[src/rtl/ddr_ctrl_pkg.sv]
// Shared DDR controller definitions: command codes and the request
// arbiter's state encoding.
package ddr_ctrl_pkg;

   localparam logic [3:0] CMD_RD    = 4'd1;
   localparam logic [3:0] CMD_WR    = 4'd2;
   localparam logic [3:0] CMD_RD_AP = 4'd3;
   localparam logic [3:0] CMD_WR_AP = 4'd4;

   localparam logic [1:0] ST_IDLE      = 2'd0;
   localparam logic [1:0] ST_ISSUE     = 2'd1;
   localparam logic [1:0] ST_WAIT_ACK  = 2'd2;
   localparam logic [1:0] ST_WAIT_DONE = 2'd3;

   function automatic logic [3:0] cmd_code(input logic is_rd, input logic ap);
      if (ap)
         return is_rd ? CMD_RD_AP : CMD_WR_AP;
      return is_rd ? CMD_RD : CMD_WR;
   endfunction

endpackage

[src/rtl/ddr_rr_pick.sv]
// 2-way round-robin port selector (0 = write, 1 = read) with an
// urgent-write override and a lock that pins a port during retries.
module ddr_rr_pick (
   input  logic wr_req,
   input  logic rd_req,
   input  logic urgent,
   input  logic ptr,
   input  logic lock,
   input  logic lock_port,
   output logic valid,
   output logic pick
);

   always_comb begin
      valid = 1'b0;
      pick  = 1'b0;
      if (lock) begin
         valid = 1'b1;
         pick  = lock_port;
      end else if (urgent && wr_req) begin
         valid = 1'b1;
         pick  = 1'b0;
      end else if (wr_req && rd_req) begin
         valid = 1'b1;
         pick  = ptr;
      end else if (wr_req || rd_req) begin
         valid = 1'b1;
         pick  = rd_req;
      end
   end

endmodule

[src/rtl/ddr_req_arbiter.sv]
// Serialises camera-write and HDR-read burst requests into one-cycle DDR
// command strobes, tracks them through ctrl_busy and retries lost strobes.
module ddr_req_arbiter
   import ddr_ctrl_pkg::*;
#(
   parameter int ADDR_W    = 23,
   parameter bit AUTO_PRE  = 1'b1,
   parameter int ACK_WIN   = 2,
   parameter int MAX_RETRY = 3
) (
   input  logic              clk,
   input  logic              rst,
   input  logic              init_done,
   input  logic              ctrl_busy,
   output logic [3:0]        ctrl_cmd,
   output logic              ctrl_cmd_valid,
   output logic [ADDR_W-1:0] ctrl_addr,
   input  logic              wr_req,
   input  logic [ADDR_W-1:0] wr_addr,
   input  logic              wr_urgent,
   output logic              wr_grant,
   output logic              wr_done,
   input  logic              rd_req,
   input  logic [ADDR_W-1:0] rd_addr,
   output logic              rd_grant,
   output logic              rd_done,
   output logic              err
);

   localparam int WIN_W = $clog2(ACK_WIN + 1);
   localparam int RTY_W = $clog2(MAX_RETRY + 1);

   logic [1:0]       state;
   logic [WIN_W-1:0] win_cnt;
   logic [RTY_W-1:0] rty_cnt;
   logic             rr_ptr;
   logic             locked;
   logic             port;
   logic             pick_valid;
   logic             pick;
   logic             win_end;

   ddr_rr_pick u_pick (
      .wr_req    (wr_req),
      .rd_req    (rd_req),
      .urgent    (wr_urgent),
      .ptr       (rr_ptr),
      .lock      (locked),
      .lock_port (port),
      .valid     (pick_valid),
      .pick      (pick)
   );

   assign win_end = (win_cnt == WIN_W'(ACK_WIN - 1));

   always_ff @(posedge clk or posedge rst) begin
      if (rst) begin
         state          <= ST_IDLE;
         win_cnt        <= '0;
         rty_cnt        <= '0;
         rr_ptr         <= 1'b0;
         locked         <= 1'b0;
         port           <= 1'b0;
         ctrl_cmd       <= '0;
         ctrl_cmd_valid <= 1'b0;
         ctrl_addr      <= '0;
         wr_grant       <= 1'b0;
         wr_done        <= 1'b0;
         rd_grant       <= 1'b0;
         rd_done        <= 1'b0;
         err            <= 1'b0;
      end else begin
         ctrl_cmd_valid <= 1'b0;
         wr_grant       <= 1'b0;
         wr_done        <= 1'b0;
         rd_grant       <= 1'b0;
         rd_done        <= 1'b0;
         case (state)
            ST_IDLE: begin
               // busy here is a refresh window (or a command left over from reset)
               if (init_done && !ctrl_busy && pick_valid) begin
                  port      <= pick;
                  ctrl_cmd  <= cmd_code(pick, AUTO_PRE);
                  ctrl_addr <= pick ? rd_addr : wr_addr;
                  state     <= ST_ISSUE;
               end
            end
            ST_ISSUE: begin
               ctrl_cmd_valid <= 1'b1;
               win_cnt        <= '0;
               state          <= ST_WAIT_ACK;
            end
            ST_WAIT_ACK: begin
               if (ctrl_busy) begin
                  wr_grant <= ~port;
                  rd_grant <= port;
                  rr_ptr   <= ~port;
                  rty_cnt  <= '0;
                  state    <= ST_WAIT_DONE;
               end else if (win_end) begin
                  // strobe lost: re-issue the same port without re-arbitrating
                  locked <= 1'b1;
                  if (rty_cnt != RTY_W'(MAX_RETRY))
                     rty_cnt <= rty_cnt + RTY_W'(1);
                  if (rty_cnt >= RTY_W'(MAX_RETRY - 1))
                     err <= 1'b1;
                  state <= ST_IDLE;
               end else begin
                  win_cnt <= win_cnt + WIN_W'(1);
               end
            end
            ST_WAIT_DONE: begin
               if (!ctrl_busy) begin
                  wr_done <= ~port;
                  rd_done <= port;
                  locked  <= 1'b0;
                  state   <= ST_IDLE;
               end
            end
            default: state <= ST_IDLE;
         endcase
      end
   end

endmodule

[config.mk]
export PLATFORM = sky130hd
export DESIGN_NAME = ddr_req_arbiter
export DESIGN_NICKNAME = d
export VERILOG_FILES = /design/src/rtl/ddr_ctrl_pkg.sv /design/src/rtl/ddr_rr_pick.sv /design/src/rtl/ddr_req_arbiter.sv
export SDC_FILE = /design/constraint.sdc
export NUM_CORES = 1
export LEC_CHECK = 0
export BUFFER_PORTS_ARGS = -buffer_cell sky130_fd_sc_hd__buf_4
export CAP_MARGIN = 20
export CELL_PAD_IN_SITES_DETAIL_PLACEMENT = 1
export CELL_PAD_IN_SITES_GLOBAL_PLACEMENT = 2
export CORE_MARGIN = 10
export CORE_UTILIZATION = 29
export DETAILED_ROUTE_END_ITERATION = 16
export PLACE_DENSITY = 0.88
export SYNTH_ARGS = -nofsm -noshare
export SYNTH_HDL_FRONTEND = slang
export SYNTH_SLANG_ARGS = --single-unit
[constraint.sdc]
create_clock -name clk -period 2.4 [get_ports clk]
set_clock_uncertainty 0.15 [all_clocks]
set_input_delay 0.24 -clock clk [delete_from_list [all_inputs] [get_ports clk]]
set_output_delay 0.24 -clock clk [all_outputs]
set_load 0.005 [all_outputs]
==> results.md, run 1 <==
• **total count of hold-check failures in the final report** 0
• **Netlist cell types** 30
• **post-synth top area share** 52.0%
• **count of flip-flops with a built-in enable after synthesis** 0
• **number of synthesized register bits** 39
• **CP Class** reg2reg
• **max-capacitance violation count** 0
• **setup TNS after final layout** 0 ns
• **DRT iter0 DRCs** 16
• **Layout area overhead** 42.7%
• **Critical path origin** locked
• **cts repair resizes** 0
• **via count of the first global-routing pass** 1772
• **top flip-flop cell by instance count after synthesis** sky130_fd_sc_hd__dfrtp_1
• **cell taking the most area after synthesis** sky130_fd_sc_hd__dfrtp_1
• **critical path launch point type** register
• **number of buffers inserted during clock tree synthesis** 5
• **Gate Count Post-Synth** 172
• **Clock Tree Buf Depth** 2
• **y dimension of the die** 100 µm
• **Post-Route Utilization** 42.4%
• **setup repair after global routing missed its margin** no
• **proportion of synthesized flip-flops having asynchronous set or reset** 100%
• **outcome** complete, no violations
• **initial core utilization** 29.7%
• **top fanout value on the critical path** 25
• **data required time at the worst endpoint** 2.40 ns
• **Post-Synthesis Net Count** 228
• **maximum clock rate** 482 MHz
• **CTS tree** done
• **Final Setup Violations** 0
• **total DRC errors in the routed layout** 0
• **worst skew pair latency** 0.28 ns
• **critical register-to-register path startpoint** locked
• **final worst path period need** 2.07 ns
• **synthesized cell area** 1880 µm²
• **Yosys warning total** 0
• **worst path setup slack after routing** 0.327 ns
• **port bufs** 84
• **Fillers** 724
• **layout cell share with drive strength beyond 1** 41.8%
• **initial antenna violation count** 0
• **overall global routing resource usage** 10.7%
• **power density over the cells** 1160 nW/µm²
• **worst hold start** ctrl_busy
• **FF/Latch Area** 976 µm²
• **Slew Viols, Final** 0
• **Detailed Route WL** 5.35 mm
• **number of placed I/O pins** 86
• **Multi-input gate area** 781 µm²
• **clock input transition at the sequential cells of the worst setup and hold paths** 0.08 ns
• **worst hold path type** in2reg
• **VDD IR-drop max** 0.443 mV
• **largest net degree at the start of global routing** 34
• **floorplan row count** 29
• **Final ANT Viol Nets** 0
• **final antenna diode count** 0
• **last weighted congestion value of the routability-driven placer** 0.695
• **final net count** 311
• **mean routed wirelength per cell** 16.1 µm
• **average instance area after synthesis** 10.9 µm²
• **chip width** 100 µm
• **synth top area cells** sky130_fd_sc_hd__dfrtp_1, sky130_fd_sc_hd__mux2i_1, sky130_fd_sc_hd__nor2_1
• **proportion of synthesized chip area in sequential cells** 52.0%
• **post-DR vias/cell** 4.69
• **slew at the pin closest to its max-slew limit** 1.06 ns
• **estimated wirelength of the detail-placed design** 4.20 mm
• **number of vias in the routed layout** 1561
• **die footprint** 10100 µm²
• **GRT Residual Overflow** 0
• **Critical Path Sink Type** register
• **root buffer cell** sky130_fd_sc_hd__clkbuf_8
• **area of the core** 6310 µm²
• **first-pass iteration count of the detailed router** 4
• **CTS Sinks** 39
• **leak pwr** 1.35 nW
• **post-place setup slack** 0.286 ns
• **CP arrival** 2.08 ns
• **wire length of the first global-routing pass** 8.70 mm
• **final critical-path share of the clock period** 86.4%
• **CTS H-tree depth** 2
• **worst slew margin relative to its limit** 28.9%
worst paths after layout:
path / to / slack [ns] / cells after the start
worst max-delay path: ctrl_addr[11] / 0.33 / 4
worst min-delay path: wr_grant / 0.09 / 3
worst max register to register: ctrl_addr[11] / 0.33 / 4
worst min register to register: rr_ptr / 0.35 / 2
max in group asynchronous: win_cnt[0] / 1.45 / 4
min in group asynchronous: ctrl_addr[19] / 0.41 / 4
cell usage in the layout, fill, tap and decap left out, types with 2 or more instances in the layout:
| cell type | instances |
|---|---|
| sky130_fd_sc_hd__a21oi_2 | 5 |
| sky130_fd_sc_hd__mux2i_1 | 23 |
| sky130_fd_sc_hd__dfrtp_1 | 39 |
| sky130_fd_sc_hd__nand2_1 | 4 |
| sky130_fd_sc_hd__nor2b_1 | 5 |
| sky130_fd_sc_hd__bufinv_16 | 2 |
| sky130_fd_sc_hd__nor2_1 | 32 |
| sky130_fd_sc_hd__ha_1 | 3 |
| sky130_fd_sc_hd__a21o_1 | 2 |
| sky130_fd_sc_hd__clkbuf_8 | 5 |
| sky130_fd_sc_hd__a22o_1 | 3 |
| sky130_fd_sc_hd__inv_1 | 3 |
| sky130_fd_sc_hd__buf_4 | 87 |
| sky130_fd_sc_hd__and3_1 | 2 |
| sky130_fd_sc_hd__o21ai_0 | 4 |
| sky130_fd_sc_hd__a21oi_1 | 23 |
critical path, stage by stage (launching register included):
cell                       delay, ns
sky130_fd_sc_hd__dfrtp_1        0.42
sky130_fd_sc_hd__nand2b_4       0.16
sky130_fd_sc_hd__o21ai_4        0.81
sky130_fd_sc_hd__mux2i_1        0.30
sky130_fd_sc_hd__a21oi_1        0.09
metal layers:
layer  GRT usage (%)  routed length [µm]  share of wire [%]
met5               0                   0                  0
met4            3.59                  63                1.2
met3            3.91                 354                6.6
met2            18.9                2830                 53
met1            11.4                2100                 39
area by class of cell:
class / instances / area share, %
timing repair buffer: 89 / 25.5
multi-input combinational: 117 / 29.1
tap: 77 / 3.59
inverter: 3 / 0.420
sequential: 39 / 36.4
clock buffer: 6 / 2.71
clock inverter: 2 / 2.24
synth_stat cells, drive strengths merged (2+ instances only):
cell,n
ha,3
nor2b,5
a21oi,28
nand2b,2
clkbuf,2
o21ai,5
mux2,2
inv,3
and3,2
a21o,2
a22o,3
dfrtp,39
nand2,4
nor2,32
buf,11
mux2i,23
kinds of logic (layout without fill, tap and decap cells):
logic type	after synthesis	after routing	share of synthesized area [%]
AOI/OAI and AO/OA	40	40	13.6
adders and majority gates	3	3	2.00
buffers and inverters	16	100	6.46
DFF	39	39	52.0
muxes	25	25	13.7
other	1	1	0.200
and+or+nand+nor	48	48	12.1
registers in the layout, indices dropped and copies added (netlist names):
signal / count
ctrl_addr: 23
ctrl_cmd: 2
rty_cnt: 2
state: 2
win_cnt: 2
ctrl_cmd_valid: 1
err: 1
locked: 1
rd_done: 1
rd_grant: 1
rr_ptr: 1
wr_done: 1
wr_grant: 1
timing repair:
| item | CTS | global route |
|---|---|---|
| endpoints found under the hold margin | 39 | 0 |
| hold buffers | 1 | 0 |
| buffers inserted | 0 | 0 |
per-stage QoR:
| stage | instances | hold slack (ns) | power (W) | cell area, µm² |
|---|---|---|---|---|
| 2_1_floorplan | 172 | 0.295 | 0.00193 | 1880 |
| 3_3_place_gp | 324 | 0.160 | 0.00247 | 2540 |
| 3_5_place_dp | 324 | 0.163 | 0.00252 | 2540 |
| 4_1_cts | 333 | 0.0811 | 0.00318 | 2680 |
| 5_1_grt | 333 | 0.0873 | 0.00338 | 2680 |
| 6_report | 333 | 0.0883 | 0.00311 | 2680 |
report_power, final:
| part | total, W | leakage [nW] | internal, W | switching (W) |
|---|---|---|---|---|
| combinational | 0.00131 | 0.821 | 0.000720 | 0.000592 |
| sequential | 0.00115 | 0.461 | 0.000942 | 0.000206 |
| clock | 0.000648 | 0.0654 | 0.000416 | 0.000232 |
| total | 0.00311 | 1.35 | 0.00208 | 0.00103 |
Note: power is estimated with default switching activity, not from simulation.
==> inputs of run 2 (changes only) <==
--- a/config.mk
+++ b/config.mk
@@ -9,10 +9,12 @@
 export CAP_MARGIN = 20
 export CELL_PAD_IN_SITES_DETAIL_PLACEMENT = 1
 export CELL_PAD_IN_SITES_GLOBAL_PLACEMENT = 2
+export CORE_ASPECT_RATIO = 0.9
 export CORE_MARGIN = 10
 export CORE_UTILIZATION = 29
 export DETAILED_ROUTE_END_ITERATION = 16
 export PLACE_DENSITY = 0.88
+export REMOVE_ABC_BUFFERS = 1
 export SYNTH_ARGS = -nofsm -noshare
 export SYNTH_HDL_FRONTEND = slang
 export SYNTH_SLANG_ARGS = --single-unit
==> run 2 against run 1 <==
- count of clock-buffer cells in the layout unchanged
- non-clock buffer count down 2
- core utilization up 0.63 points
- via count down 2.0%
- sequential share of layout area about the same
- worst setup slack better by 0.054 ns
- critical endpoint is now ctrl_addr[1]
- sequential power about the same
- flip-flop and latch count unchanged
- largest cell class unchanged
==> results.md, run 2 (synthesized netlist as in run 1, its figures left out) <==
• **outcome** complete, no violations
• **Clock Tree Buf Depth** 2
• **placed insts** 332
• **CTS tree** done
• **worst skew pair latency** 0.29 ns
• **y dimension of the die** 96.3 µm
• **met3 track demand over resource in global routing** 4.07%
• **register with the highest flop count** ctrl_addr
• **DRT iter0 DRCs** 48
• **worst hold path type** in2reg
• **post-DR vias/cell** 4.49
• **wire length of the first global-routing pass** 8.52 mm
• **chip width** 105 µm
• **final worst path period need** 2.02 ns
• **layout cell share with drive strength beyond 1** 41.3%
• **final critical-path share of the clock period** 84.2%
• **initial antenna violation count** 0
• **CTS H-tree depth** 2
• **estimated wirelength of the detail-placed design** 3.95 mm
• **number of placed I/O pins** 86
• **setup repair after global routing missed its margin** no
• **commonest non-fill, non-tap cell in the layout** sky130_fd_sc_hd__buf_4
• **global routing met2 resource utilization** 16.9%
• **setup TNS after final layout** 0 ns
• **flip-flop count of the largest register after layout** 23
• **area of the core** 6220 µm²
• **Final Setup Violations** 0
• **CP Class** reg2reg
• **first-pass iteration count of the detailed router** 4
• **critical path launch point type** register
• **VDD IR-drop max** 0.364 mV
• **number of vias in the routed layout** 1530
• **slew at the pin closest to its max-slew limit** 1.01 ns
• **CP arrival** 2.05 ns
• **leak pwr** 1.34 nW
• **final antenna diode count** 0
• **Fillers** 730
• **worst reg2reg setup slack** 0.38 ns
• **total count of hold-check failures in the final report** 0
• **global routing met1 resource utilization** 12.4%
• **GRT Residual Overflow** 0
• **CTS Sinks** 39
• **Layout area overhead** 42.6%
• **last weighted congestion value of the routability-driven placer** 0.727
• **power density over the cells** 1150 nW/µm²
• **via count of the first global-routing pass** 1693
• **Final ANT Viol Nets** 0
• **top fanout value on the critical path** 25
• **max-capacitance violation count** 0
• **non-filler cells in the finished layout** 341
• **Critical Path Sink Type** register
• **port bufs** 84
• **final net count** 309
• **overall global routing resource usage** 10.5%
• **initial core utilization** 30.2%
• **maximum clock rate** 495 MHz
• **clock input transition at the sequential cells of the worst setup and hold paths** 0.08 ns
• **Post CTS Setup Buffer Count** 0
• **largest net degree at the start of global routing** 45
• **floorplan row count** 27
• **total DRC errors in the routed layout** 0
• **Slew Viols, Final** 0
• **number of buffers inserted during clock tree synthesis** 5
• **busiest layer in global routing** met2
• **top library cells by usage in the layout, fill and taps aside** sky130_fd_sc_hd__buf_4, sky130_fd_sc_hd__dfrtp_1, sky130_fd_sc_hd__nor2_1, sky130_fd_sc_hd__mux2i_1, sky130_fd_sc_hd__a21oi_1
• **Detailed Route WL** 5.26 mm
• **root buffer cell** sky130_fd_sc_hd__clkbuf_8
• **die footprint** 10100 µm²
• **mean routed wirelength per cell** 15.4 µm
• **data required time at the worst endpoint** 2.43 ns
• **worst slew margin relative to its limit** 32.4%
run 2: stage by stage:
step | setup WS (ns) | power (W) | util, % | instance area (µm²) | hold slack (ns)
2_1_floorplan | 0.329 | 0.00182 | - | 1770 | 0.198
3_3_place_gp | 0.382 | 0.00245 | 40.8 | 2530 | 0.259
3_5_place_dp | 0.328 | 0.00249 | 40.8 | 2530 | 0.262
4_1_cts | 0.330 | 0.00316 | 43.1 | 2680 | 0.0765
5_1_grt | 0.222 | 0.00335 | 43.1 | 2680 | 0.0801
6_report | 0.380 | 0.00308 | 43.1 | 2680 | 0.0905
run 2: worst max-delay path: stages (launching register included):
cell,delay (ns)
sky130_fd_sc_hd__dfrtp_1,0.42
sky130_fd_sc_hd__nand2b_4,0.16
sky130_fd_sc_hd__o21ai_4,0.77
sky130_fd_sc_hd__mux2i_1,0.33
sky130_fd_sc_hd__a21oi_2,0.08
run 2: area by class of cell:
type | instances | area [µm²] | area share [%]
flip-flops and latches | 39 | 976 | 36.4
multi-input cells | 117 | 781 | 29.2
repair buffers | 87 | 668 | 25.0
well taps | 87 | 109 | 4.07
clock buffers | 6 | 72.6 | 2.71
clock inverters | 2 | 60.1 | 2.24
inverters | 3 | 11.3 | 0.421
run 2: path summary, 6_finish.rpt:
path,from,endpoint,depth (start not counted)
max,locked,ctrl_addr[1],4
min,rd_addr[21],ctrl_addr[21],3
max reg2reg,locked,ctrl_addr[1],4
min reg2reg,err,err,1
max in group asynchronous,rst,ctrl_addr[4],4
min in group asynchronous,rst,ctrl_addr[8],4
run 2: layer usage:
layer / share of wire, % / vias to the layer above
met3: 7.3 / 8
met5: 0 / -
li1: - / 747
met4: 1.4 / 0
met2: 48 / 49
met1: 43 / 726
run 2: report_power, final:
part | internal (W) | total (W) | switching (W)
combinational | 0.000708 | 0.00128 | 0.000576
sequential | 0.000942 | 0.00115 | 0.000209
clock | 0.000416 | 0.000646 | 0.000231
total | 0.00206 | 0.00308 | 0.00101
run 2: repair_timing:
action                                  4_1_cts  5_1_grt
hold buffers                                  1        0
hold endpoints to repair                     39        0
endpoints found under the setup margin        0        0
gates resized for setup                       0        0
